**src/rtl/lock_chamber_sequencer.sv**
```systemverilog
// Water-lock chamber sequencer: close gates, pump one level step per enable tick,
// settle, then open the gate on the side matching the new level.
module lock_chamber_sequencer #(
  parameter int LEVEL_W      = 4,
  parameter int LEVEL_MAX    = 8,
  parameter int CLOSE_TICKS  = 2,
  parameter int SETTLE_TICKS = 2
) (
  input  logic               clock,
  input  logic               reset,
  input  logic               enable,
  input  logic               start,
  input  logic               dir,
  output logic [LEVEL_W-1:0] level,
  output logic               fill_valve,
  output logic               drain_valve,
  output logic               upper_open,
  output logic               lower_open,
  output logic               busy,
  output logic               done
);

  localparam int MAX_TICKS = (CLOSE_TICKS > SETTLE_TICKS) ? CLOSE_TICKS : SETTLE_TICKS;
  localparam int CNT_W     = (MAX_TICKS > 1) ? $clog2(MAX_TICKS) : 1;

  localparam logic [LEVEL_W-1:0] LEVEL_TOP   = LEVEL_W'(LEVEL_MAX);
  localparam logic [CNT_W-1:0]   CLOSE_LAST  = CNT_W'(CLOSE_TICKS - 1);
  localparam logic [CNT_W-1:0]   SETTLE_LAST = CNT_W'(SETTLE_TICKS - 1);

  typedef enum logic [2:0] {
    S_IDLE,
    S_CLOSE,
    S_PUMP,
    S_SETTLE,
    S_DONE
  } state_t;

  state_t             state_q, state_d;
  logic [LEVEL_W-1:0] level_q, level_d;
  logic [CNT_W-1:0]   tick_cnt_q, tick_cnt_d;
  logic               dir_q, dir_d;

  logic [LEVEL_W-1:0] start_target;
  logic [LEVEL_W-1:0] pump_target;
  logic [LEVEL_W-1:0] level_step;

  assign start_target = dir   ? '0 : LEVEL_TOP;
  assign pump_target  = dir_q ? '0 : LEVEL_TOP;

  // Saturating step so the level can never leave 0..LEVEL_MAX.
  always_comb begin
    level_step = level_q;
    if (dir_q) begin
      if (level_q != '0) level_step = level_q - 1'b1;
    end else begin
      if (level_q < LEVEL_TOP) level_step = level_q + 1'b1;
    end
  end

  // NOTE: every always_comb output gets a default first so no path can infer a latch.
  always_comb begin
    state_d    = state_q;
    level_d    = level_q;
    tick_cnt_d = tick_cnt_q;
    dir_d      = dir_q;
    unique case (state_q)
      S_IDLE: begin
        if (start) begin
          dir_d      = dir;
          tick_cnt_d = '0;
          state_d    = (level_q == start_target) ? S_DONE : S_CLOSE;
        end
      end
      S_CLOSE: begin
        if (enable) begin
          if (tick_cnt_q == CLOSE_LAST) begin
            tick_cnt_d = '0;
            state_d    = S_PUMP;
          end else begin
            tick_cnt_d = tick_cnt_q + 1'b1;
          end
        end
      end
      S_PUMP: begin
        if (enable) begin
          level_d = level_step;
          if (level_step == pump_target) state_d = S_SETTLE;
        end
      end
      S_SETTLE: begin
        if (enable) begin
          if (tick_cnt_q == SETTLE_LAST) begin
            tick_cnt_d = '0;
            state_d    = S_DONE;
          end else begin
            tick_cnt_d = tick_cnt_q + 1'b1;
          end
        end
      end
      S_DONE:  state_d = S_IDLE;
      default: state_d = S_IDLE;
    endcase
  end

  // NOTE: sequential state uses non-blocking assignments so all registers update together.
  always_ff @(posedge clock) begin
    if (reset) begin
      state_q    <= S_IDLE;
      level_q    <= '0;
      tick_cnt_q <= '0;
      dir_q      <= 1'b0;
    end else begin
      state_q    <= state_d;
      level_q    <= level_d;
      tick_cnt_q <= tick_cnt_d;
      dir_q      <= dir_d;
    end
  end

  // Outputs decode registered state only; gates open solely when the chamber is at rest.
  assign level       = level_q;
  assign fill_valve  = (state_q == S_PUMP) && !dir_q;
  assign drain_valve = (state_q == S_PUMP) &&  dir_q;
  assign busy        = (state_q != S_IDLE);
  assign done        = (state_q == S_DONE);
  assign upper_open  = ((state_q == S_IDLE) || (state_q == S_DONE)) && (level_q == LEVEL_TOP);
  assign lower_open  = ((state_q == S_IDLE) || (state_q == S_DONE)) && (level_q == '0);

endmodule

```
**config.mk**
```make
export PLATFORM = sky130hd
export DESIGN_NAME = lock_chamber_sequencer
export DESIGN_NICKNAME = d
export VERILOG_FILES = /design/src/rtl/lock_chamber_sequencer.sv
export SDC_FILE = /design/constraint.sdc
export NUM_CORES = 1
export LEC_CHECK = 0
export CAP_MARGIN = 5
export CORE_MARGIN = 2
export CORE_UTILIZATION = 30
export CTS_BUF_LIST = sky130_fd_sc_hd__clkbuf_8
export DETAILED_ROUTE_END_ITERATION = 6
export GPL_TIMING_DRIVEN = 0
export HOLD_SLACK_MARGIN = 0.06
export SLEW_MARGIN = 25
export SYNTH_ARGS = -nofsm -noshare
export SYNTH_HDL_FRONTEND = slang
export SYNTH_SLANG_ARGS = --single-unit
```
**constraint.sdc**
```tcl
create_clock -name clock -period 1.8 [get_ports clock]
set_input_delay 0.36 -clock clock [delete_from_list [all_inputs] [get_ports clock]]
set_output_delay 0.36 -clock clock [all_outputs]
set_load 0.05 [all_outputs]
```
## Word-level counts from Yosys, hierarchy flattened

Index checks and enable logic that the tools add are counted.

| storage, ports and cells | value |
|---|---|
| flip-flop bits (word level) | 9 |
| bits in latches | 0 |
| bits in writable memories | 0 |
| bits in read-only memories | 0 |
| input port bits | 5 |
| output and inout port bits | 10 |
| logic and storage cells | 57 |
| memories | 0 |

| cells by class | value |
|---|---|
| $add $sub $neg | 3 |
| $mul | 0 |
| divide/modulo/power cells | 0 |
| order comparisons | 1 |
| eq/ne operators | 15 |
| shifts and indexed selects | 0 |
| muxes and demuxes | 18 |
| bitwise operators | 0 |
| reductions and logical operators | 16 |

Operators with widths:

| cell | number |
|---|---|
| two-way mux 3 bit | 8 |
| two-way mux 4 bit | 5 |
| inequality test 2 bit (second input constant) | 7 |
| case mux 3 bit (4 select lines) | 1 |
| equality test 4 bit | 2 |
| AND reduction 7 bit | 1 |
| equality test 3 x 2 -> 1 bit (second input constant) | 2 |
| adder 4 x 1 -> 4 bit (second input constant) | 1 |
| equality test 4 bit (second input constant) | 1 |
| logical AND 1 bit | 4 |
| logical NOT 4 bit | 1 |
| < comparator 4 bit (second input constant) | 1 |
| AND reduction 2 bit | 2 |
| nonzero test 4 bit | 1 |
| subtractor 4 x 1 -> 4 bit (second input constant) | 1 |
| equality test 3 x 1 -> 1 bit (second input constant) | 1 |
| equality test 3 bit (second input constant) | 1 |
| logical NOT 3 bit | 1 |
| two-way mux 1 bit | 3 |
| AND reduction 3 bit | 1 |
| nonzero test 3 bit | 1 |
| inequality test 2 x 1 -> 1 bit (second input constant) | 1 |
| case mux 1 bit (2 select lines) | 1 |
| nonzero test 2 bit | 1 |
| other kinds (4) | 4 |

## Logic depth before layout (Yosys ltp)

| logic depth | value |
|---|---|
| word-level depth | 7 |
| depth in mapped cells | 8 |
| gate-level depth less buffers | 6 |

## Least setup slack after synthesis

OpenSTA, ideal clock, no wires.

| timing path | value |
|---|---|
| kind | register to output |
| from | register level_q[0], in the netlist level[0] |
| to | output lower_open |
| arrival | 2.552 ns |
| required time | 1.440 ns |
| slack | -1.112 ns |
| cell stages (with the launch flop) | 7 |
| path buffers | 2 |
| cells stage by stage | dfxtp_1 -> buf_4 -> inv_1 -> ha_1 -> buf_4 -> nand2b_1 -> nor4_1 |

| between the ends | value |
|---|---|
| cells in the longest elaborated chain, start to end | 2 |

Ends and longest elaborated chain:

| element | RTL line | RTL |
|---|---|---|
| start, declared | 39 | `logic [LEVEL_W-1:0] level_q, level_d;` |
| start signal, assigned | 114 | `level_q <= level_d;` |
| logical NOT 4 bit | 127 | `assign lower_open = ((state_q == S_IDLE) \|\| (state_q == S_DONE)) && (level_q == '0);` |
| logical AND 1 bit | 127 |  |
| end, declared | 18 | `output logic lower_open,` |

No other way between the ends.

## Worst setup path after layout

| timing path | value |
|---|---|
| from | register level_q[0], in the netlist level[0] |
| to | output upper_open |

| between the ends | value |
|---|---|
| cells in the longest elaborated chain, start to end | 2 |

Ends and longest elaborated chain:

| element | RTL line | RTL |
|---|---|---|
| equality test 4 bit | 126 | `assign upper_open = ((state_q == S_IDLE) \|\| (state_q == S_DONE)) && (level_q == LEVEL_TOP);` |
| logical AND 1 bit | 126 |  |
| end, declared | 17 | `output logic upper_open,` |

No other way between the ends.

==> out/summary.md <==
The floorplan step set the die height to 55.83 um. For the maximum buffer depth of the clock tree, the log shows 2. The tools report the total congestion overflow after global routing as 0. For this block, the initial DRC count from the detailed router was 14.

Number of nets in the layout: 129. The logs give 1471 um for the detailed placer's ending HPWL and 107 for the post-synth net total. The most frequent cell on the critical path was sky130_fd_sc_hd__buf_8.

Entering global routing, the biggest net connects 11 pins. The critical register-to-register path startpoint is level[0]. Dominant delay contributor by cell family on the critical path: simple AND/OR/NAND/NOR gates. Counting instances, the worst hold path has a depth of 2. The minimum clock period is 1.767 ns. For the maximum vdd ir drop, the log shows 350.5 uV. The number of slew-limit violations in the final report is 0.

STA classifies the critical path startpoint as a flop. The number of buffers added by the clock tree synthesis step came out at 3. In this run the tool buffered the top-level ports with 13 buffer cells. For this run, design rule violations remaining after detail routing come to 0.

Setup repair after global routing could not meet its margin everywhere. Among all cell types in the netlist, the one instantiated most often is sky130_fd_sc_hd__nor2_1. The first global-routing pass estimated 3360 um of wire.

At the later pin of the worst-skew pair, clock insertion delay measures 0.24 ns. Detailed routing inserted a total of 827 vias. The run gives 0.2236 as the portion of the post-synthesis area used by sequential elements.

The register-to-register path setup slack came out at 0.04 ns. The clock-pin transition on the worst setup and hold timing paths came out at 0.05 ns. The cell area power density came out at 531.0 nW/um2. The class of the most critical hold timing path is input port to flop.

The floorplan step defined a die boundary enclosing 3116 um2. Number of ports placed on the die boundary: 15. Leading area contributor after synthesis: sky130_fd_sc_hd__dfxtp_1.

Dividing the detail-routed wire length by the instance count gives 14.81 um. TritonCTS built the clock tree. The final critical-path share of the clock period is 0.9816, and the count of endpoints failing setup in the final report is 0. The worst register-to-register path ends at level[1].

The routed design has 2236 um of wire. Counting flops with a built-in enable in the synthesized netlist gives 0. For the final hold violation count, the log shows 0. In this run the worst setup path begins at level[0]. The routed via count divided by cell count is 5.477. The run gives 1 as the depth of the CTS H-tree.

The worst setup path is captured at an output port. The largest fanout of any net on the critical path works out to 6. The share of final-layout standard cells stronger than drive strength 1 is 0.3388. By area the synthesized netlist is led by sky130_fd_sc_hd__dfxtp_1 (22%), sky130_fd_sc_hd__buf_4 (6.5%), sky130_fd_sc_hd__nor2_1 (4.7%). Sorting the synthesized cells by how often they occur yields sky130_fd_sc_hd__nor2_1 (10), sky130_fd_sc_hd__dfxtp_1 (9), sky130_fd_sc_hd__a21oi_1 (7), sky130_fd_sc_hd__buf_4 (7). The cell area after technology mapping is 805.8 um2, and the routability congestion estimate from global placement is 0.7759. The count of antenna diodes in the layout is 0, and the initial antenna violation count is 0. In this run, synthesis produced a sequential element count of 9. For the via count of the first global-routing pass, the log shows 750. The number of buffers and inverters on the critical path came out at 3. The region available for standard cell placement spans 2522 um2. The worst-margin pin slew works out to 0.4975 ns.

The starting density of the core was 0.3194. Count of distinct cell types in the synthesized netlist: 44. The async set-reset flop share out of synthesis came out at 0. For this run, the number of Yosys warnings is 0. Averaged over all synthesized cells, the footprint is 8.058 um2. The startpoint identified for the worst hold timing path is reset. The highest cell delay on the worst timing path is 0.35 ns. The share of the synthesized area in the top cell type is 0.2236, and the number of nets still failing antenna checks after routing is 0.

Max-cap violations in this run came to 0. The die is 55.83 um wide. The number of detailed-routing iterations run before antenna repair was 4; the area growth from synthesis to layout was 39.44%. The kind of critical path is flop to output port. The path depth of the worst reg2reg path was 8; the post-route setup TNS was 0 ns. The floorplan has 18 rows. The clock root buffer was sky130_fd_sc_hd__clkbuf_8. The worst setup path endpoint is upper_open. The tools report the worst relative slew slack as 0.6673. Counting the fill cells in the layout gives 251. Walking the worst path, the cells encountered are buf_8 -> inv_4 -> ha_4 -> nand2b_4 -> nor3_4 -> and2_4 -> buf_8.

Clock skew on the completed layout was measured at 0.007544 ns. At the worst endpoint, the required time is 1.44 ns. For this run, the leading register cell type out of synthesis is sky130_fd_sc_hd__dfxtp_1.

For the cell count after synthesis, the log shows 100. The run finished with clean final reports. Overall power consumption after layout is estimated at 0.5967 mW. The CTS sink count is 9.

On the critical path, the stage with the largest delay is an instance of sky130_fd_sc_hd__dfxtp_4. Static timing analysis puts the maximum clock frequency at 566.0 MHz. At the worst endpoint, the arrival time is 1.41 ns. The combined global-route utilization of all metal layers was 0.1329. In this run the static leakage power is 0.5036 nW.

The count of hold buffers inserted by post-cts repair is 0. In this run the number of cells on the critical path is 7.
## area by class of cell
| type | count | area [um2] | area share |
|---|---|---|---|
| Multi-Input combinational cell | 76 | 604.3 | 0.5379 |
| Sequential cell | 9 | 188.9 | 0.1682 |
| Timing Repair Buffer | 18 | 158.9 | 0.1414 |
| Buffer | 9 | 67.56 | 0.06013 |
| Clock buffer | 3 | 41.29 | 0.03675 |
| Tap cell | 30 | 37.54 | 0.03341 |
| Inverter | 5 | 21.27 | 0.01893 |
| Clock inverter | 1 | 3.754 | 0.003341 |
## how the worst min path moves through the flow
stage / endpoint / slack, ns
after floorplan: tick_cnt_q / 0.48
after global placement: tick_cnt_q / 0.51
after detailed placement: tick_cnt_q / 0.53
after CTS: level[0] / 0.36
after global routing: level[2] / 0.37
final: level[0] / 0.37
## worst reg2reg max path, delay by kind of cell (launching register included)
| family | cells | cell delay [ns] |
|---|---|---|
| buffers and inverters | 3 | 0.30 |
| AO/OA/AOI/OAI | 3 | 0.51 |
| adder cells (fa/ha/maj) | 1 | 0.14 |
| flip-flops | 1 | 0.35 |
| AND/OR/NAND/NOR | 1 | 0.36 |
## cell usage in the layout, fill, tap and decap left out, drive strengths merged, types with 4 or more instances in the layout
cell type / netlist / layout
dfxtp: 9 / 9
buf: 10 / 18
nand3: 4 / 4
clkbuf: 0 / 5
clkdlybuf4s50: 0 / 4
nor3: 5 / 5
a21oi: 7 / 7
nor2: 10 / 10
inv: 5 / 6
## metal layers
| metal | share of wire | track usage |
|---|---|---|
| met2 | 0.50 | 0.2143 |
| met5 | 0 | 0 |
| met1 | 0.43 | 0.1678 |
| met3 | 0.056 | 0.03256 |
| met4 | 0.010 | 0.05782 |
## flip-flops by register name, indices dropped and copies added, names as in the netlist
register    count
level           4
state_q         3
dir_q           1
tick_cnt_q      1
## logic make-up after synthesis
family,Yosys count,share of synthesized area
AND/OR/NAND/NOR,42,0.3059
AO/OA/AOI/OAI,25,0.2423
buffers and inverters,15,0.1071
flip-flops,9,0.2236
multiplexers,4,0.05745
XOR/XNOR,3,0.03261
adder cells (fa/ha/maj),2,0.03105
## repair_timing
action | in CTS | in global routing
setup endpoints to repair | 9 | 7
pin swaps | 2 | 3
gates resized for setup | 35 | 15
setup buffers | 1 | 4
## report_power, final
group	total [mW]	internal [mW]	switching, mW
Sequential	0.209	0.204	0.00533
Combinational	0.150	0.0628	0.0871
Clock	0.238	0.149	0.0884
## metrics by stage
step                area [um2]  worst slack [ns]    util  cells  hold slack, ns
floorplan                858.3          -0.09880       -    100          0.4843
global placement          1026           -0.5241  0.4067    143          0.5120
detailed placement        1026           -0.5457  0.4067    143          0.5264
CTS                       1066          0.008096  0.4226    147          0.3620
global route              1124          -0.02728  0.4454    151          0.3707
finish                    1124           0.03313  0.4454    151          0.3658
Note: power is estimated with default switching activity, not from simulation.
